--- src/rtl/alu_op_sequencer_pkg.sv ---
// Shared definitions for the ALU operation sequencer.
// Contents:
//   - instruction field positions and widths (OP, DEST, SRC1, SRC2, WB, RPT)
//   - the packed instruction struct and a decode helper
//   - the sequencer FSM state encoding
package alu_op_sequencer_pkg;

  localparam int INSTR_W  = 12;

  localparam int OP_LSB   = 9;
  localparam int OP_W     = 3;
  localparam int DEST_LSB = 7;
  localparam int DEST_W   = 2;
  localparam int SRC1_LSB = 5;
  localparam int SRC2_LSB = 3;
  localparam int SRC_W    = 2;
  localparam int WB_BIT   = 2;
  localparam int RPT_LSB  = 0;
  localparam int RPT_W    = 2;

  typedef struct packed {
    logic [OP_W-1:0]   op;
    logic [DEST_W-1:0] dest;
    logic [SRC_W-1:0]  src1;
    logic [SRC_W-1:0]  src2;
    logic              wb;
    logic [RPT_W-1:0]  rpt;
  } instr_t;

  typedef enum logic [0:0] {
    ST_IDLE  = 1'b0,
    ST_ISSUE = 1'b1
  } state_e;

  // Split a raw instruction word into its named fields.
  function automatic instr_t decode_instr(input logic [INSTR_W-1:0] raw);
    instr_t d;
    d.op   = raw[OP_LSB +: OP_W];
    d.dest = raw[DEST_LSB +: DEST_W];
    d.src1 = raw[SRC1_LSB +: SRC_W];
    d.src2 = raw[SRC2_LSB +: SRC_W];
    d.wb   = raw[WB_BIT];
    d.rpt  = raw[RPT_LSB +: RPT_W];
    return d;
  endfunction

endpackage

--- src/rtl/alu_op_sequencer_if.sv ---
// Bus interface of the ALU operation sequencer.
// Groups three streams:
//   - instruction input  : in_valid, in_ready, in_instr
//   - datapath controls  : addr1, addr2, addr3, alu, wr (out) / result, cout (in)
//   - completion + status: out_valid, out_data, out_cout, busy, issued_cnt
// master = environment (instruction source + datapath), slave = sequencer.
interface alu_op_sequencer_if
  import alu_op_sequencer_pkg::*;
#(
  parameter int DW = 32,
  parameter int CW = 16
);

  logic               in_valid;
  logic               in_ready;
  logic [INSTR_W-1:0] in_instr;

  logic [SRC_W-1:0]   addr1;
  logic [SRC_W-1:0]   addr2;
  logic [DEST_W-1:0]  addr3;
  logic [OP_W-1:0]    alu;
  logic               wr;
  logic [DW-1:0]      result;
  logic               cout;

  logic               out_valid;
  logic [DW-1:0]      out_data;
  logic               out_cout;
  logic               busy;
  logic [CW-1:0]      issued_cnt;

  modport master (
    output in_valid, in_instr, result, cout,
    input  in_ready, addr1, addr2, addr3, alu, wr,
    input  out_valid, out_data, out_cout, busy, issued_cnt
  );

  modport slave (
    input  in_valid, in_instr, result, cout,
    output in_ready, addr1, addr2, addr3, alu, wr,
    output out_valid, out_data, out_cout, busy, issued_cnt
  );

endinterface

--- src/rtl/alu_op_sequencer_instr_fifo.sv ---
// Synchronous instruction FIFO, DEPTH entries of INSTR_W bits.
// Ports:
//   clk, rst     : clock, asynchronous active-high reset (empties the FIFO)
//   push_i       : write wdata_i at the rising edge (ignored when full)
//   wdata_i      : instruction word to store
//   pop_i        : drop the head entry at the rising edge (ignored when empty)
//   rdata_o      : head entry (valid while empty_o = 0)
//   full_o       : no free entry
//   empty_o      : no stored entry
module alu_op_sequencer_instr_fifo
  import alu_op_sequencer_pkg::*;
#(
  parameter int DEPTH = 4
) (
  input  logic               clk,
  input  logic               rst,
  input  logic               push_i,
  input  logic [INSTR_W-1:0] wdata_i,
  input  logic               pop_i,
  output logic [INSTR_W-1:0] rdata_o,
  output logic               full_o,
  output logic               empty_o
);

  localparam int PW = $clog2(DEPTH);
  localparam logic [PW:0] CNT_FULL = (PW+1)'(DEPTH);

  logic [INSTR_W-1:0] mem_q [DEPTH];
  logic [PW-1:0]      wr_ptr_q;
  logic [PW-1:0]      rd_ptr_q;
  logic [PW:0]        count_q;
  logic               do_push;
  logic               do_pop;

  assign full_o  = (count_q == CNT_FULL);
  assign empty_o = (count_q == {(PW+1){1'b0}});
  assign do_push = push_i & ~full_o;
  assign do_pop  = pop_i & ~empty_o;
  assign rdata_o = mem_q[rd_ptr_q];

  // Storage array: written on accepted pushes only, no reset needed.
  always_ff @(posedge clk) begin
    if (do_push) begin
      mem_q[wr_ptr_q] <= wdata_i;
    end
  end

  // Pointers and occupancy count.
  always_ff @(posedge clk or posedge rst) begin
    if (rst) begin
      wr_ptr_q <= {PW{1'b0}};
      rd_ptr_q <= {PW{1'b0}};
      count_q  <= {(PW+1){1'b0}};
    end else begin
      if (do_push) begin
        wr_ptr_q <= wr_ptr_q + PW'(1'b1);
      end
      if (do_pop) begin
        rd_ptr_q <= rd_ptr_q + PW'(1'b1);
      end
      case ({do_push, do_pop})
        2'b10:   count_q <= count_q + (PW+1)'(1'b1);
        2'b01:   count_q <= count_q - (PW+1)'(1'b1);
        default: count_q <= count_q;
      endcase
    end
  end

endmodule

--- src/rtl/alu_op_sequencer.sv ---
// ALU operation sequencer: accepts encoded ALU instructions, queues them in
// a small FIFO and drives the regfile/ALU datapath controls one operation per
// cycle (with optional repeats). Each issued operation's result/carry is
// captured and returned as a one-cycle completion pulse.
// Ports:
//   clk, rst : clock, asynchronous active-high reset
//   bus      : slave side of alu_op_sequencer_if
//              (instruction handshake, datapath controls/result, completion, status)
module alu_op_sequencer
  import alu_op_sequencer_pkg::*;
#(
  parameter int DEPTH = 4,
  parameter int DW    = 32,
  parameter int CW    = 16
) (
  input  logic             clk,
  input  logic             rst,
  alu_op_sequencer_if.slave bus
);

  logic               fifo_push;
  logic               fifo_pop;
  logic               fifo_full;
  logic               fifo_empty;
  logic [INSTR_W-1:0] fifo_rdata;
  instr_t             head;

  state_e             state_q;
  logic [RPT_W-1:0]   rem_q;
  logic [SRC_W-1:0]   addr1_q;
  logic [SRC_W-1:0]   addr2_q;
  logic [DEST_W-1:0]  addr3_q;
  logic [OP_W-1:0]    alu_q;
  logic               wr_q;
  logic               out_valid_q;
  logic [DW-1:0]      out_data_q;
  logic               out_cout_q;
  logic [CW-1:0]      issued_cnt_q;

  // in_ready depends on fullness alone: a pop in the same cycle does not
  // open a slot for a simultaneous push.
  assign fifo_push = bus.in_valid & ~fifo_full;
  assign head      = decode_instr(fifo_rdata);

  alu_op_sequencer_instr_fifo #(
    .DEPTH (DEPTH)
  ) u_instr_fifo (
    .clk     (clk),
    .rst     (rst),
    .push_i  (fifo_push),
    .wdata_i (bus.in_instr),
    .pop_i   (fifo_pop),
    .rdata_o (fifo_rdata),
    .full_o  (fifo_full),
    .empty_o (fifo_empty)
  );

  // Head is consumed when idle, or when the current instruction has no repeats left.
  always_comb begin
    fifo_pop = 1'b0;
    case (state_q)
      ST_IDLE:  fifo_pop = ~fifo_empty;
      ST_ISSUE: fifo_pop = (rem_q == {RPT_W{1'b0}}) & ~fifo_empty;
      default:  fifo_pop = 1'b0;
    endcase
  end

  // Sequencer FSM with registered datapath controls, completion and issue counter.
  always_ff @(posedge clk or posedge rst) begin
    if (rst) begin
      state_q      <= ST_IDLE;
      rem_q        <= {RPT_W{1'b0}};
      addr1_q      <= {SRC_W{1'b0}};
      addr2_q      <= {SRC_W{1'b0}};
      addr3_q      <= {DEST_W{1'b0}};
      alu_q        <= {OP_W{1'b0}};
      wr_q         <= 1'b0;
      out_valid_q  <= 1'b0;
      out_data_q   <= {DW{1'b0}};
      out_cout_q   <= 1'b0;
      issued_cnt_q <= {CW{1'b0}};
    end else begin
      case (state_q)
        ST_IDLE: begin
          out_valid_q <= 1'b0;
          if (!fifo_empty) begin
            state_q <= ST_ISSUE;
            rem_q   <= head.rpt;
            addr1_q <= head.src1;
            addr2_q <= head.src2;
            addr3_q <= head.dest;
            alu_q   <= head.op;
            wr_q    <= head.wb;
          end else begin
            addr1_q <= {SRC_W{1'b0}};
            addr2_q <= {SRC_W{1'b0}};
            addr3_q <= {DEST_W{1'b0}};
            alu_q   <= {OP_W{1'b0}};
            wr_q    <= 1'b0;
          end
        end
        ST_ISSUE: begin
          // result is sampled before the regfile write of this same edge lands.
          issued_cnt_q <= issued_cnt_q + CW'(1'b1);
          out_data_q   <= bus.result;
          out_cout_q   <= bus.cout;
          out_valid_q  <= 1'b1;
          if (rem_q != {RPT_W{1'b0}}) begin
            rem_q <= rem_q - RPT_W'(1'b1);
          end else if (!fifo_empty) begin
            // Back-to-back: next instruction issues with no idle bubble.
            rem_q   <= head.rpt;
            addr1_q <= head.src1;
            addr2_q <= head.src2;
            addr3_q <= head.dest;
            alu_q   <= head.op;
            wr_q    <= head.wb;
          end else begin
            state_q <= ST_IDLE;
            addr1_q <= {SRC_W{1'b0}};
            addr2_q <= {SRC_W{1'b0}};
            addr3_q <= {DEST_W{1'b0}};
            alu_q   <= {OP_W{1'b0}};
            wr_q    <= 1'b0;
          end
        end
        default: begin
          state_q     <= ST_IDLE;
          rem_q       <= {RPT_W{1'b0}};
          addr1_q     <= {SRC_W{1'b0}};
          addr2_q     <= {SRC_W{1'b0}};
          addr3_q     <= {DEST_W{1'b0}};
          alu_q       <= {OP_W{1'b0}};
          wr_q        <= 1'b0;
          out_valid_q <= 1'b0;
        end
      endcase
    end
  end

  assign bus.in_ready   = ~fifo_full;
  assign bus.addr1      = addr1_q;
  assign bus.addr2      = addr2_q;
  assign bus.addr3      = addr3_q;
  assign bus.alu        = alu_q;
  assign bus.wr         = wr_q;
  assign bus.out_valid  = out_valid_q;
  assign bus.out_data   = out_data_q;
  assign bus.out_cout   = out_cout_q;
  assign bus.busy       = (state_q == ST_ISSUE) | ~fifo_empty;
  assign bus.issued_cnt = issued_cnt_q;

endmodule

--- src/flat_wrapper.sv ---
// flat-port wrapper written by rule: the top's interface ports become plain ports
module alu_op_sequencer_flat import alu_op_sequencer_pkg::*;
#(
  parameter int DEPTH = 4,
  parameter int DW    = 32,
  parameter int CW    = 16
)
  (clk, rst, bus_in_valid, bus_in_instr, bus_result, bus_cout, bus_in_ready, bus_addr1, bus_addr2, bus_addr3, bus_alu, bus_wr, bus_out_valid, bus_out_data, bus_out_cout, bus_busy, bus_issued_cnt);
  alu_op_sequencer_if #(.DW(DW), .CW(CW)) bus_i ();
  input  logic clk;
  input  logic rst;
  input wire logic [$bits(bus_i.in_valid)-1:0] bus_in_valid;
  input wire logic [$bits(bus_i.in_instr)-1:0] bus_in_instr;
  input wire logic [$bits(bus_i.result)-1:0] bus_result;
  input wire logic [$bits(bus_i.cout)-1:0] bus_cout;
  output wire logic [$bits(bus_i.in_ready)-1:0] bus_in_ready;
  output wire logic [$bits(bus_i.addr1)-1:0] bus_addr1;
  output wire logic [$bits(bus_i.addr2)-1:0] bus_addr2;
  output wire logic [$bits(bus_i.addr3)-1:0] bus_addr3;
  output wire logic [$bits(bus_i.alu)-1:0] bus_alu;
  output wire logic [$bits(bus_i.wr)-1:0] bus_wr;
  output wire logic [$bits(bus_i.out_valid)-1:0] bus_out_valid;
  output wire logic [$bits(bus_i.out_data)-1:0] bus_out_data;
  output wire logic [$bits(bus_i.out_cout)-1:0] bus_out_cout;
  output wire logic [$bits(bus_i.busy)-1:0] bus_busy;
  output wire logic [$bits(bus_i.issued_cnt)-1:0] bus_issued_cnt;
  assign bus_i.in_valid = bus_in_valid;
  assign bus_i.in_instr = bus_in_instr;
  assign bus_i.result = bus_result;
  assign bus_i.cout = bus_cout;
  assign bus_in_ready = bus_i.in_ready;
  assign bus_addr1 = bus_i.addr1;
  assign bus_addr2 = bus_i.addr2;
  assign bus_addr3 = bus_i.addr3;
  assign bus_alu = bus_i.alu;
  assign bus_wr = bus_i.wr;
  assign bus_out_valid = bus_i.out_valid;
  assign bus_out_data = bus_i.out_data;
  assign bus_out_cout = bus_i.out_cout;
  assign bus_busy = bus_i.busy;
  assign bus_issued_cnt = bus_i.issued_cnt;
  alu_op_sequencer #(.DEPTH(DEPTH), .DW(DW), .CW(CW)) u_core (.clk(clk), .rst(rst), .bus(bus_i));
endmodule
--- config.mk ---
export PLATFORM = sky130hd
export DESIGN_NAME = alu_op_sequencer_flat
export DESIGN_NICKNAME = d
export VERILOG_FILES = /design/src/rtl/alu_op_sequencer_pkg.sv /design/src/rtl/alu_op_sequencer_if.sv /design/src/rtl/alu_op_sequencer_instr_fifo.sv /design/src/rtl/alu_op_sequencer.sv /design/src/flat_wrapper.sv
export SDC_FILE = /design/constraint.sdc
export NUM_CORES = 1
export LEC_CHECK = 0
export CAP_MARGIN = 20
export CORE_MARGIN = 4
export CORE_UTILIZATION = 53
export DETAILED_ROUTE_END_ITERATION = 8
export GPL_ROUTABILITY_DRIVEN = 0
export HOLD_SLACK_MARGIN = 0.08
export PLACE_DENSITY = 0.95
export REMOVE_ABC_BUFFERS = 1
export SETUP_SLACK_MARGIN = 0.3
export SYNTH_ARGS = -nofsm -noshare
export SYNTH_HDL_FRONTEND = slang
export SYNTH_SLANG_ARGS = --single-unit
--- constraint.sdc ---
create_clock -name clk -period 3.8 [get_ports clk]
set_clock_uncertainty 0.15 [all_clocks]
set_input_delay 0.38 -clock clk [delete_from_list [all_inputs] [get_ports clk]]
set_output_delay 0.38 -clock clk [all_outputs]
set_load 0.02 [all_outputs]
# [Yosys cells after proc, flatten, opt, wreduce, memory -nomap -nowiden]
# Memories as Yosys holds them, arrays and structs flattened.
# Index checks and enable logic that the tools add are counted.
[totals] reg_bits=70 ram_bits=48 output_inout_bits=62 mem_count=1 in_bits=48
[memory_table] memory="u_core.u_instr_fifo.mem_q" depth=4 word_bits=12 rd=1 rd_ports_with_merged_regs=0 write_ports=1 line="alu_op_sequencer_instr_fifo.sv:28" text="logic [INSTR_W-1:0] mem_q [DEPTH];"
[op_classes] n_addsub=6 bitwise_logic=8 muxes=26 n_reduce_logical=4 n_eq_ne=4
[op_table] op="adder 16 x 1 -> 16 bit, second input constant" count=1
[op_table] op="2-to-1 mux 2 bit" count=8
[op_table] op="one-hot mux 2 bit (2 select lines)" count=4
[op_table] op="one-hot mux 3 bit (2 select lines)" count=2
[op_table] op="one-hot mux 1 bit (2 select lines)" count=4
[op_table] op="2-to-1 mux 1 bit" count=6
[op_table] op="2-to-1 mux 3 bit" count=2
[op_table] op="adder 2 x 1 -> 2 bit, second input constant" count=2
[op_table] op="bitwise AND 1 bit" count=4
[op_table] op="nonzero test 2 bit" count=2
[op_table] op="adder 3 x 1 -> 3 bit, second input constant" count=1
[op_table] op="equality test 3 bit, second input constant" count=1
[op_table] op="zero test 3 bit" count=1
[op_table] op="NOT 1 bit" count=3
[op_table] op="subtractor 3 x 1 -> 3 bit, second input constant" count=1
[op_table] op="equality test 2 x 1 -> 1 bit, second input constant" count=1
[op_table] op="equality test 2 bit, second input constant" count=1
[op_table] op="zero test 2 bit" count=1
[op_table] op="inequality test 2 bit, second input constant" count=1
[op_table] op="subtractor 2 x 1 -> 2 bit, second input constant" count=1
[op_table] op="OR 1 bit" count=1

# [Depth between registers and ports, before layout]
# Gate-level depths: netlist of the first run.
[logic_depth] depth_word=7 mapped_depth=10 ltp_nobuf=10

# [By module]
# Synthesis of the first run repeated with hierarchy kept, for this count alone.
[hier_totals] hier_cells=293 area_unflattened_um2=4729.5
[by_module_without_submodules] mod="alu_op_sequencer" cells_each=192 instances=1 seq_area_each_um2=1576.5 area_each_um2=2537.4
[by_module_without_submodules] mod="alu_op_sequencer_instr_fifo" cells_each=101 instances=1 seq_area_each_um2=1616.6 area_each_um2=2192.1

# [Worst setup path before layout of the first run]
# No wires, ideal clock.
[synth_timing] kind="flip-flop to flip-flop" from="reg u_core.u_instr_fifo.count_q[0]" to="reg u_core.u_instr_fifo.count_q[2]" setup_ns=0.079 t_required_ns=3.571 arrival_time_ns=2.059 path_slack_ns=1.512 stages_incl_launch_ff=11 cell_sequence="dfrtp_1 > inv_1 > nand3_1 > and2_1 > inv_1 > ha_1 > inv_1 > fa_1 > xor2_1 > nor2_1 > xor2_1"
[synth_via] word_cells_on_any_way=15
[synth_lines] item="start: declaration" line="alu_op_sequencer_instr_fifo.sv:31" text="logic [PW:0] count_q;"
[synth_lines] item="start signal: assignment" line="alu_op_sequencer_instr_fifo.sv:53" text="count_q <= {(PW+1){1'b0}};"
[synth_lines] item="start signal: assignment" line="alu_op_sequencer_instr_fifo.sv:62" text="2'b10: count_q <= count_q + (PW+1)'(1'b1);"
[synth_lines] item="start signal: assignment" line="alu_op_sequencer_instr_fifo.sv:63" text="2'b01: count_q <= count_q - (PW+1)'(1'b1);"
[synth_lines] item="equality test 3 bit *" line="alu_op_sequencer_instr_fifo.sv:35" text="assign full_o = (count_q == CNT_FULL);"
[synth_lines] item="NOT 1 bit *"
[synth_lines] item="named net bus_in_ready" line="flat_wrapper.sv:16" text="output wire logic [$bits(bus_i.in_ready)-1:0] bus_in_ready;"
[synth_lines] item="bitwise AND 1 bit" line="alu_op_sequencer.sv:42" text="assign fifo_push = bus.in_valid & ~fifo_full;"
[synth_lines] item="bitwise AND 1 bit *" line="alu_op_sequencer_instr_fifo.sv:37" text="assign do_push = push_i & ~full_o;"
[synth_lines] item="equality test 2 x 1 -> 1 bit or equality test 2 bit (tied branches)" line="alu_op_sequencer_instr_fifo.sv:61" text="case ({do_push, do_pop})"
[synth_lines] item="one-hot mux 3 bit (2 select lines) or nonzero test 2 bit (tied branches)"
# The timed path passes the listed nets; every way through them passes the cells marked *.
# A chain may end at the register's enable or synchronous reset.

# [Worst setup path after layout of the first run]
[layout_timing] from="reg u_core.state_q" to="out bus_busy"
[layout_via] elab_chain_cells=1
[layout_rtl] item="start: declaration" line="alu_op_sequencer.sv:28" text="state_e state_q;"
[layout_rtl] item="start signal: assignment" line="alu_op_sequencer.sv:71" text="state_q <= ST_IDLE;"
[layout_rtl] item="start signal: assignment" line="alu_op_sequencer.sv:87" text="state_q <= ST_ISSUE;"
[layout_rtl] item="start signal: assignment" line="alu_op_sequencer.sv:119" text="state_q <= ST_IDLE;"
[layout_rtl] item="OR 1 bit" line="alu_op_sequencer.sv:150" text="assign bus.busy = (state_q == ST_ISSUE) | ~fifo_empty;"
[layout_rtl] item="end: declaration" line="flat_wrapper.sv:25" text="output wire logic [$bits(bus_i.busy)-1:0] bus_busy;"
# Every way passes these cells.

==> impl_metrics.env, run 1 <==
export IMPL_vias=2679
export IMPL_worst_slack_ps=1170
export IMPL_antenna_found_initial=0
export IMPL_cp_arrival_ps=2100
export IMPL_fin_crit_ps=2630
export IMPL_critPathMaxStageDelay_ps=610
export IMPL_hp_class="in2async"
export IMPL_die_h_um=101
export IMPL_finalSetupTns_ps=0
export IMPL_synth_cell_types=33
export IMPL_overflow=0
export IMPL_status="finished clean"
export IMPL_p_leak_nw=2.55
export IMPL_vias_per_cell=5.28
export IMPL_cts_max_path_buffers=2
export IMPL_fin_area_um2=6380
export IMPL_fin_crit_sh=0.692
export IMPL_drive_above_1_share=0.197
export IMPL_track_usage=0.192
export IMPL_finalNetCount=444
export IMPL_grt_pass1_vias=2955
export IMPL_ir_drop_mv=0.544
export IMPL_dpl_worst_slack_ps=1430
export IMPL_core_area_um2=8340
export IMPL_cts_resized=0
export IMPL_hpwlAfterDp_um=6390
export IMPL_fp_row_count=33
export IMPL_wl_met2_um=4870
export IMPL_worst_path_buf_inv=2
export IMPL_hold_viol=0
export IMPL_port_buffers=109
export IMPL_timing_worst_setup_path_type="reg2out"
export IMPL_die_area_um2=10200
export IMPL_grt_pass1_wl_um=14800
export IMPL_cp_start_kind="flip-flop"
export IMPL_cts_tree="yes"
export IMPL_detail_route_wirelength_um=9250
export IMPL_slew_headroom=0.478
export IMPL_path_clk_slew_ps=50
export IMPL_synth_area_per_cell_um2=17.2
export IMPL_maxCapViolCount=0
export IMPL_endpoint_kind="primary output"
export IMPL_final_max_slew_viol_count=0
export IMPL_ant_nets=0
export IMPL_ff2ff_setup_slack_ps=1400
export IMPL_fin_util=0.765
export IMPL_path_max_fanout=46
export IMPL_worstMarginPinSlew_ps=783
export IMPL_max_freq_ghz=0.380
export IMPL_antenna_cells=0
export IMPL_syn_area_um2=4600
export IMPL_initial_core_util=0.552
export IMPL_setup_viol=0
export IMPL_cp_slowest_cell="clkdlybuf4s50_1"
export IMPL_clkLatencyLatePin_ps=490
export IMPL_synthCells=268
export IMPL_wire_per_inst_um=18.2
export IMPL_drc=0
export IMPL_area_growth_pct=38.7
export IMPL_finalPower_mw=5.06
export IMPL_met3WireLength_um=721
export IMPL_cts_buffers=17
export IMPL_place_area_um2=5780
export IMPL_drt_first_pass_iters=4
export IMPL_p_per_area_nw_per_um2=793
export IMPL_crit_required_ps=3270
export IMPL_htree_num_levels=4
export IMPL_path_cells="buf_4 -> nand2b_1 -> clkdlybuf4s50_1"
export IMPL_yosysSeqAreaShare=0.694
export IMPL_grt_max_degree=47
export IMPL_yosysWarnings=0
export IMPL_cts_sinks=118
export IMPL_maxUsedRoutingLayer="met4"
export IMPL_cp_top_family="buffers and inverters"
export IMPL_synth_seq_cells=118
export IMPL_clock_root_buffer="clkbuf_8"
export IMPL_dieWidth_um=101
export IMPL_grt_setup_unrepaired="false"
export IMPL_cts_setup_buffers=0
export IMPL_io_pins=110
export IMPL_postCtsHoldBufs=0
export IMPL_wirelength_met1_um=3590
export IMPL_drtIter0Drc=82
## stage by stage
stage | instances | hold slack, ps
2_1_floorplan | 258 | 329
3_3_place_gp | 475 | 312
3_5_place_dp | 475 | 327
4_1_cts | 507 | 135
5_1_grt | 507 | 162
6_report | 507 | 131
## where the power goes
| group | switching, mW | internal (mW) | total, mW |
|---|---|---|---|
| sequential | 0.272 | 1.67 | 1.95 |
| clock | 0.541 | 1.06 | 1.60 |
| combinational | 0.728 | 0.791 | 1.52 |
## state kept, by name, indices dropped and copies added (netlist names)
signal / flops
u_core.u_instr_fifo.mem_q: 48
u_core.bus.out_data: 32
u_core.bus.issued_cnt: 16
u_core.bus.alu: 3
u_core.u_instr_fifo.count_q: 3
u_core.bus.addr1: 2
u_core.bus.addr2: 2
u_core.bus.addr3: 2
u_core.rem_q: 2
u_core.u_instr_fifo.rd_ptr_q: 2
u_core.u_instr_fifo.wr_ptr_q: 2
u_core.bus.out_cout: 1
u_core.bus.out_valid: 1
u_core.bus.wr: 1
u_core.state_q: 1
## metal layers
layer,vias up,GRT usage
li1,1239,-
met1,1332,0.219
met2,101,0.350
met3,7,0.0565
met4,0,0.0583
met5,-,0
## synth_stat cells
master	instances	area (um^2)
xor2_1	7	61.3
nor2b_1	1	6.26
buf_12	1	20.0
mux2_2	35	394
nor3_4	1	16.3
edfxtp_1	48	1440
nand3_1	8	40.0
o211ai_1	1	7.51
o21ai_0	1	5.00
clkbuf_1	2	7.51
buf_2	5	25.0
nor3_1	1	5.00
o21a_1	1	7.51
fa_1	1	20.0
buf_4	1	7.51
buf_6	1	11.3
and3_1	5	31.3
mux4_1	4	105
nor2_1	8	30.0
o21ai_1	1	5.00
dfrtp_1	70	1750
xnor2_1	14	123
inv_1	7	26.3
and2_1	2	12.5
nand4_1	4	25.0
nand2b_1	2	12.5
ha_1	6	75.1
nand3b_1	1	7.51
nand2_1	9	33.8
mux2i_1	1	10.0
mux4_2	8	180
and4_1	1	8.76
a22o_1	10	87.6
## cell families after synthesis
logic type / share of synthesized area
flip-flops: 0.694
adder cells (fa/ha/maj): 0.0207
buffers and inverters: 0.0212
multiplexers: 0.150
XOR/XNOR: 0.0400
AND/OR/NAND/NOR: 0.0498
AO/OA/AOI/OAI: 0.0245
## cells in the final DEF (no fill, tap or decap), types with 3 or more instances in the layout
cell,count
clkdlybuf4s50_1,109
dfrtp_1,69
edfxtp_1,48
mux2_2,35
clkbuf_16,17
xnor2_1,14
a22o_1,10
nand2_1,9
nor2_1,8
mux4_2,8
nand3_1,8
xor2_1,7
inv_1,6
ha_1,6
and3_1,5
mux4_1,4
nand4_1,4
clkinv_2,3
bufinv_16,3
buf_4,3
## final cells by class
class	instances	area [um^2]
flip-flops and latches	118	3190
well taps	105	131
inverters	7	26.3
multi-input cells	133	1310
clock inverters	11	145
repair buffers	112	1110
fillers	478	1960
clock buffers	21	460
## path summary, 6_finish.rpt
kind	startpoint	end	depth (start not counted)
setup / recovery	u_core.state_q	bus_busy	3
max in group asynchronous	rst	u_core.bus.out_data[28]	3
hold / removal	rst	u_core.bus.out_data[14]	2
min in group clk	u_core.bus.issued_cnt[15]	u_core.bus.issued_cnt[15]	1
setup reg to reg	u_core.rem_q[1]	u_core.u_instr_fifo.count_q[2]	9
hold reg to reg	u_core.bus.issued_cnt[15]	u_core.bus.issued_cnt[15]	1
(Power assumes the default switching activity.)
==> inputs of run 2 (changes only) <==
--- a/config.mk
+++ b/config.mk
@@ -7,11 +7,11 @@
 export LEC_CHECK = 0
 export CAP_MARGIN = 20
 export CORE_MARGIN = 4
-export CORE_UTILIZATION = 53
+export CORE_UTILIZATION = 45
 export DETAILED_ROUTE_END_ITERATION = 8
 export GPL_ROUTABILITY_DRIVEN = 0
 export HOLD_SLACK_MARGIN = 0.08
-export PLACE_DENSITY = 0.95
+export PLACE_DENSITY = 0.87
 export REMOVE_ABC_BUFFERS = 1
 export SETUP_SLACK_MARGIN = 0.3
 export SYNTH_ARGS = -nofsm -noshare
==> constraint.sdc (replaced) <==
create_clock -name clk -period 2.3 [get_ports clk]
set_clock_uncertainty 0.15 [all_clocks]
set_input_delay 0.23 -clock clk [delete_from_list [all_inputs] [get_ports clk]]
set_output_delay 0.23 -clock clk [all_outputs]
set_load 0.02 [all_outputs]
==> run 2 against run 1 <==
  * First-iteration DRC count decreased by 20%
  * Die area increased by 16%
  * Hold slack improved by 66 ps
  * Final cell count increased by 10%
  * Setup slack got worse by 890 ps
  * Via count increased by 5.5%
  * Count of clock-buffer cells in the layout decreased by 4
  * Combinational power increased by 92%
==> impl_metrics.env, run 2 (synthesis results as in run 1) <==
export IMPL_final_common_cell="clkdlybuf4s50_1"
export IMPL_wire_per_inst_um=17.6
export IMPL_drt_first_pass_iters=4
export IMPL_area_growth_pct=44.0
export IMPL_timing_worst_setup_path_type="reg2out"
export IMPL_vias=2827
export IMPL_worstMarginPinSlew_ps=611
export IMPL_max_freq_ghz=0.496
export IMPL_ir_drop_mv=0.709
export IMPL_finalPower_mw=8.55
export IMPL_clkLatencyLatePin_ps=500
export IMPL_setup_viol=0
export IMPL_drive_above_1_share=0.270
export IMPL_crit_required_ps=1920
export IMPL_cts_tree="yes"
export IMPL_cp_start_kind="flip-flop"
export IMPL_whs_ps=197
export IMPL_overflow=0
export IMPL_core_area_um2=9860
export IMPL_cts_sinks=118
export IMPL_htree_num_levels=4
export IMPL_maxCapViolCount=0
export IMPL_clock_root_buffer="clkbuf_8"
export IMPL_path_clk_slew_ps=60
export IMPL_die_area_um2=11900
export IMPL_critPathMostFrequentCell="buf_4"
export IMPL_dieWidth_um=109
export IMPL_hp_class="in2reg"
export IMPL_port_buffers=109
export IMPL_cts_max_path_buffers=2
export IMPL_cp_top_family="buffers and inverters"
export IMPL_hpwlAfterDp_um=6610
export IMPL_worst_path_buf_inv=4
export IMPL_p_leak_nw=2.67
export IMPL_track_usage=0.172
export IMPL_slew_headroom=0.593
export IMPL_drtIter0Drc=66
export IMPL_path_max_fanout=5
export IMPL_finalNetCount=468
export IMPL_cp_arrival_ps=1630
export IMPL_vias_per_cell=5.06
export IMPL_grt_setup_unrepaired="true"
export IMPL_p_per_area_nw_per_um2=1290
export IMPL_grt_pass1_vias=3048
export IMPL_grt_max_degree=44
export IMPL_antenna_found_initial=0
export IMPL_final_max_slew_viol_count=0
export IMPL_largest_reg_flops=48
export IMPL_status="finished clean"
export IMPL_final_cell_mix="clkdlybuf4s50_1 (103), dfrtp_1 (66), edfxtp_1 (48)"
export IMPL_cp_slowest_cell="dfrtp_2"
export IMPL_path_cells="inv_2 -> nand3_2 -> buf_4 -> buf_4 -> clkdlybuf4s15_2"
export IMPL_fp_row_count=36
export IMPL_fin_util=0.672
export IMPL_drc=0
export IMPL_detail_route_wirelength_um=9810
export IMPL_antenna_cells=0
export IMPL_fin_crit_ps=2010
export IMPL_grt_pass1_wl_um=15300
export IMPL_hold_viol=0
export IMPL_die_h_um=109
export IMPL_critPathMaxStageDelay_ps=440
export IMPL_io_pins=110
export IMPL_initial_core_util=0.466
export IMPL_top_register="u_core.u_instr_fifo.mem_q"
export IMPL_ant_nets=0
export IMPL_endpoint_kind="primary output"
export IMPL_fin_crit_sh=0.876
export IMPL_cts_buffers=17
[run 2: changes by cell type in the layout (fill, tap and decap cells not counted), sizes merged]
| cell | change |
|---|---|
| bufinv | -1 |
| clkdlybuf4s50 | -6 |
| dlygate4sd2 | +1 |
| clkdlybuf4s15 | +2 |
| inv | +1 |
| dlymetal6s2s | +3 |
| dlygate4sd3 | +1 |
| clkinvlp | +4 |
| buf | +23 |
| clkbuf | -4 |
[run 2: final timing paths]
check	startpoint	end	slack, ps	cells past startpoint
setup reg to reg	u_core.u_instr_fifo.count_q[0]	u_core.u_instr_fifo.count_q[2]	300	10
setup / recovery	u_core.u_instr_fifo.count_q[0]	bus_in_ready	290	5
max in group asynchronous	rst	u_core.bus.out_data[31]	970	4
min in group asynchronous	rst	u_core.rem_q[0]	480	3
hold / removal	bus_result[16]	u_core.bus.out_data[16]	200	2
hold reg to reg	u_core.bus.issued_cnt[15]	u_core.bus.issued_cnt[15]	330	1
[run 2: routing by layer]
metal,share of wire,vias to the layer above,wire [um],GRT usage
met1,0.40,1442,3900,0.193
li1,-,1284,-,-
met3,0.059,9,575,0.0444
met4,0.0095,0,93,0.0595
met2,0.53,92,5250,0.313
met5,0,-,0,0
[run 2: area by class of cell]
type | count | area, um^2
clock buffers | 17 | 414
clock inverters | 15 | 154
fillers | 689 | 3240
inverters | 7 | 26.3
multi-input cells | 133 | 1340
flip-flops and latches | 118 | 3200
well taps | 133 | 166
repair buffers | 136 | 1330
[run 2: worst reg2reg max path, cell delays in order (launching register included)]
cell     delay (ps)
dfrtp_2         440
inv_2            80
nand3_2          90
and2_4          150
inv_2            60
ha_4            120
inv_2            40
fa_2            380
xor2_1          140
nor2_1          120
xor2_1          150
[run 2: where the power goes]
group	internal (mW)	switching (mW)	total (mW)
registers	2.77	0.398	3.16
logic	1.55	1.36	2.92
clock network	1.54	0.931	2.47
total	5.86	2.69	8.55
[run 2: repair_timing]
action                     in CTS  in global routing
resized for setup              15                 11
hold buffers                    1                  0
setup endpoints to repair       5                  8
pin swaps                       6                  4
hold endpoints to repair       15                  0
buffers inserted               10                  4
[run 2: metrics by stage]
step                      instances  area, um^2  worst slack [ps]  TNS, ps
after global routing            559        6630               241        0
after CTS                       555        6570               314        0
after detailed placement        512        5890              80.5        0
after global placement          512        5890               155        0
final                           559        6630               285        0
after floorplan                 258        4530              -756    -1650
==> RTL change 1: new RTL, settings of run 2 <==
Change the package constant `DEST_W` from 2 to 4.
--- a/src/rtl/alu_op_sequencer_pkg.sv
+++ b/src/rtl/alu_op_sequencer_pkg.sv
@@ -10,7 +10,7 @@
   localparam int OP_LSB   = 9;
   localparam int OP_W     = 3;
   localparam int DEST_LSB = 7;
-  localparam int DEST_W   = 2;
+  localparam int DEST_W   = 4;
   localparam int SRC1_LSB = 5;
   localparam int SRC2_LSB = 3;
   localparam int SRC_W    = 2;
Ports: changed (resized bus_addr3); port bits go from 110 to 112. No check against the original RTL was run, so the function may have changed too.
==> RTL change 1 against run 2 <==
Core utilization is 0.34 points lower; largest cell class unchanged; final area hardly changed; via count is 1.1% lower; sequential cell count stayed put; sequential share of layout area hardly changed; synthesized cell count is 0.75% higher; wire length is 0.13% higher; sequential power hardly changed; synthesized area is 0.54% higher; worst setup slack worse by 0.039 ns; power is 0.99% higher; first-iteration DRC count is 62% higher.
==> RTL change 1: results (changes against run 2) <==
metric	value	unit	change
vias in the first global route	3130		+2.7%
# Post-CTS Setup Buffers	9		-1
Seq/Total Area, Yosys	0.690		-0.00375
Finished Cell Area	0.00662	mm²	about the same
Critical Path Slowest Stage Cell	dfrtp_1		
vias per inst	5.02		-0.74%
top cells by area, synth	dfrtp_1 (38%), edfxtp_1 (31%), mux2_2 (8.5%), mux4_2 (3.9%), xnor2_1 (2.7%)		
std cell rows	36		unchanged
Setup WS pre-CTS	-0.0162	ns	-0.0967 ns
Switching Fraction	0.313		-0.00200
number of CTS-inserted buffers	17		unchanged
Syn Inst Count	270		+0.75%
FILL cells	696		+1.0%
DP Area	0.00593	mm²	+0.64%
Leakage	2.70	nW	+1.2%
worst slew pin tran	0.620	ns	+0.00920 ns
DP HPWL	6590	µm	-0.30%
area of the multi-input gates	0.00135	mm²	+0.75%
register area	0.00319	mm²	-0.12%
Signal buffers	134		-1.5%
clkbuf count	18		+1
IO Port Bufs	111		+1.8%
worst skew pair latency	0.50	ns	about the same
Clock-cell share	0.0871		+0.00137
family with the most delay on the worst path	adder cells		
synth warn	0		unchanged
Worst EP arrival	2.32	ns	+0.69 ns
first-pass GRT wire length	15600	µm	+1.4%
H-tree depth	4		unchanged
largest net degree at the start of global routing	38		-14%
Nets	466		-0.43%
placed insts	515		+0.59%
outcome	finished clean		
Critical Path Fanout Max	2		-3
post-cts gate resize count	15		unchanged
GRT Overall Usage	0.174		+0.00280
Signal buf overhead	0.198		-0.00272
share of cells above drive strength 1	0.245		-0.0247
worst vdd ir	0.740	mV	+4.5%
DR iter-0 viols	107		+62%
max incr delay on CP	0.41	ns	-0.03 ns
drt pass-1 iters	6		+2
DR WL/cell	17.6	µm	+0.49%
Biggest register	u_core.u_instr_fifo.mem_q		
library cells used by synthesis	34		+3.0%
Logic inverters	7		unchanged
Hold-fix buffers, CTS	1		unchanged
share of synthesized flip-flops with an asynchronous set or reset	0.593		unchanged
via count	2796		-1.1%
clk sinks	118		unchanged
RTL change 1: logic make-up (layout without fill, tap and decap cells):
family | count (synthesis) | in the layout | share of synthesized area
DFF | 118 | 118 | 0.690
muxes | 48 | 48 | 0.149
and+or+nand+nor | 43 | 43 | 0.0517
xor gates and xnor gates | 21 | 21 | 0.0398
buffers and inverters | 19 | 173 | 0.0243
AOI/OAI and AO/OA | 14 | 14 | 0.0243
adders and majority gates | 7 | 7 | 0.0206
RTL change 1: power by group through the flow:
stage          clock, mW  sequential (mW)  combinational (mW)
2_1_floorplan          0             3.54                1.17
6_report            2.54             3.16                2.94
3_5_place_dp           0             3.19                2.76
4_1_cts             2.60             3.16                2.95
3_3_place_gp           0             3.15                2.65
5_1_grt             2.71             3.22                3.16
RTL change 1: per-layer routing:
metal  vias up  share of wire  global-route usage  wire, µm
li1       1284              -                   -         -
met1      1412           0.37               0.193      3670
met2        93           0.55               0.319      5440
met3         7          0.065              0.0552       641
met4         0         0.0069              0.0543        68
met5         -              0                   0         0
RTL change 1: path summary, 6_finish.rpt:
check                           slack [ns]                            from                        endpoint  cells after the start
worst max-delay path                  0.25  u_core.u_instr_fifo.count_q[1]  u_core.u_instr_fifo.count_q[2]                     10
worst min-delay path                  0.20                  bus_result[25]         u_core.bus.out_data[25]                      2
worst max register to register        0.25  u_core.u_instr_fifo.count_q[1]  u_core.u_instr_fifo.count_q[2]                     10
worst min register to register        0.33       u_core.bus.issued_cnt[15]       u_core.bus.issued_cnt[15]                      1
max in group asynchronous             0.92                             rst         u_core.bus.out_data[15]                      4
min in group asynchronous             0.51                             rst             u_core.bus.addr1[1]                      3
==> RTL change 2: new RTL, settings of run 2 <==
Made on the original files. Make the reset (`rst`) synchronous in 2 clocked blocks. Comments in the files are not updated.
--- a/src/rtl/alu_op_sequencer_instr_fifo.sv
+++ b/src/rtl/alu_op_sequencer_instr_fifo.sv
@@ -46,7 +46,7 @@
   end
 
   // Pointers and occupancy count.
-  always_ff @(posedge clk or posedge rst) begin
+  always_ff @(posedge clk) begin
     if (rst) begin
       wr_ptr_q <= {PW{1'b0}};
       rd_ptr_q <= {PW{1'b0}};
--- a/src/rtl/alu_op_sequencer.sv
+++ b/src/rtl/alu_op_sequencer.sv
@@ -66,7 +66,7 @@
   end
 
   // Sequencer FSM with registered datapath controls, completion and issue counter.
-  always_ff @(posedge clk or posedge rst) begin
+  always_ff @(posedge clk) begin
     if (rst) begin
       state_q      <= ST_IDLE;
       rem_q        <= {RPT_W{1'b0}};
Behaviour: differs if rst is asserted again (counterexample within 4 cycles, from zero or initial values and one cycle with rst high); with rst held inactive, the same outputs for 10 cycles.
==> RTL change 2 against run 2 <==
Count of clock-buffer cells in the layout unchanged; the run now ends with negative setup slack left; synthesized area decreased by 1.3%; final area decreased by 0.28%; fmax decreased by 13%; wire length increased by 7.0%; worst setup slack got worse by 0.29 ns; sequential cell count increased by 2; largest power group unchanged; sequential power decreased by 11%; power decreased by 7.1%.
==> RTL change 2: results (changes against run 2) <==
metric	value	unit	change
outcome	finished, violations left		
failing checks	negative setup slack		
placed insts	596		+16%
largest net degree at the start of global routing	41		-6.8%
Critical Path Slowest Stage Cell	or3b_4		
worst skew pair latency	0.50	ns	about the same
DR iter-0 viols	165		+150%
Seq/Total Area, Yosys	0.635		-0.0590
TNS Setup	-0.00534	ns	-0.00534 ns
routed wl met2	5530	µm	+5.5%
DP Area	0.00586	mm²	-0.53%
vias per inst	5.10		+0.92%
via count	3246		+15%
family with the most delay on the worst path	simple AND/OR/NAND/NOR gates		
number of synthesized flops with an enable pin	48		unchanged
Syn Inst Count	353		+32%
Hold EP	u_core.bus.out_data[10]		
FILL cells	705		+2.3%
met3 Use GR	0.0603		+0.0159
Clock Pin Slew Worst Setup and Hold Paths	0.06	ns	about the same
Adder-Cell Fraction of Synth Area	0.0209		+0.000279
Worst R2R Path Depth	9		-1
top cells by area, synth	dfxtp_1 (32%), edfxtp_1 (32%), mux2i_1 (7.5%), mux4_2 (6.0%), nor2_1 (5.5%)		
Setup WS pre-CTS	-0.0753	ns	-0.156 ns
library cells used by synthesis	37		+12%
endpoints failing setup	1		+1
worst vdd ir	0.781	mV	+10%
share of cells above drive strength 1	0.181		-0.0890
vias in the first global route	3351		+9.9%
Worst EP arrival	2.59	ns	+0.96 ns
wire length on met3	711	µm	+24%
top cells by count, synth	dfxtp_1 (72), nor2_1 (66), edfxtp_1 (48)		
GRT Overall Usage	0.181		+0.00946
share of synthesized flip-flops with an asynchronous set or reset	0		-0.593
Post-Synth XOR/XNOR Area	0.0309		-0.00911
Nets	545		+16%
IO Port Bufs	109		unchanged
DP HPWL	6850	µm	+3.6%
Leakage	2.53	nW	-5.1%
met1 WL	4140	µm	+6.2%
top_reg_cell synth	dfxtp_1		
Hold Slack	0.104	ns	-0.0929 ns
DR top layer	met4		
worst slew pin tran	0.710	ns	+0.0991 ns
Critical Path Fanout Max	2		-3
first-pass GRT wire length	16500	µm	+7.4%
grt met1 use	0.204		+0.0104
hold path startpoint	rst		
max incr delay on CP	0.40	ns	-0.04 ns
drt pass-1 iters	5		+1
met2 usage	0.316		+0.00238
initial antenna violation count	0		unchanged
Worst Setup SP	u_core.u_instr_fifo.count_q[1]		
fin worst setup slack	-0.00534	ns	-0.291 ns
final wirelength	10500	µm	+7.0%
compound-cell area share of the yosys netlist	0.0389		+0.0144
post-synthesis mux area share	0.135		-0.0153
reg2reg end	u_core.u_instr_fifo.count_q[2]		
RTL change 2: area by class of cell:
class	instances	area, µm²	share of cell area
Inverter	7	28.8	0.00436
Sequential cell	120	2890	0.437
Clock buffer	17	414	0.0627
Multi-Input combinational cell	207	1590	0.240
Clock inverter	15	190	0.0288
Tap cell	133	166	0.0252
Timing Repair Buffer	137	1330	0.202
RTL change 2: timing repair:
item	in CTS	in global routing
pin swaps	5	1
setup buffers	4	4
gates resized for setup	27	12
endpoints found under the setup margin	5	49
RTL change 2: how the worst max path moves through the flow:
stage and to:
6_report u_core.u_instr_fifo.count_q[2], 5_1_grt u_core.u_instr_fifo.count_q[2], 4_1_cts u_core.u_instr_fifo.count_q[2], 3_5_place_dp u_core.u_instr_fifo.count_q[2], 3_3_place_gp u_core.u_instr_fifo.count_q[2], 2_1_floorplan u_core.u_instr_fifo.count_q[2]
RTL change 2: power by group:
group	switching, mW	internal (mW)
registers	0.214	2.60
clock network	0.973	1.67
logic	1.25	1.24
total	2.44	5.51
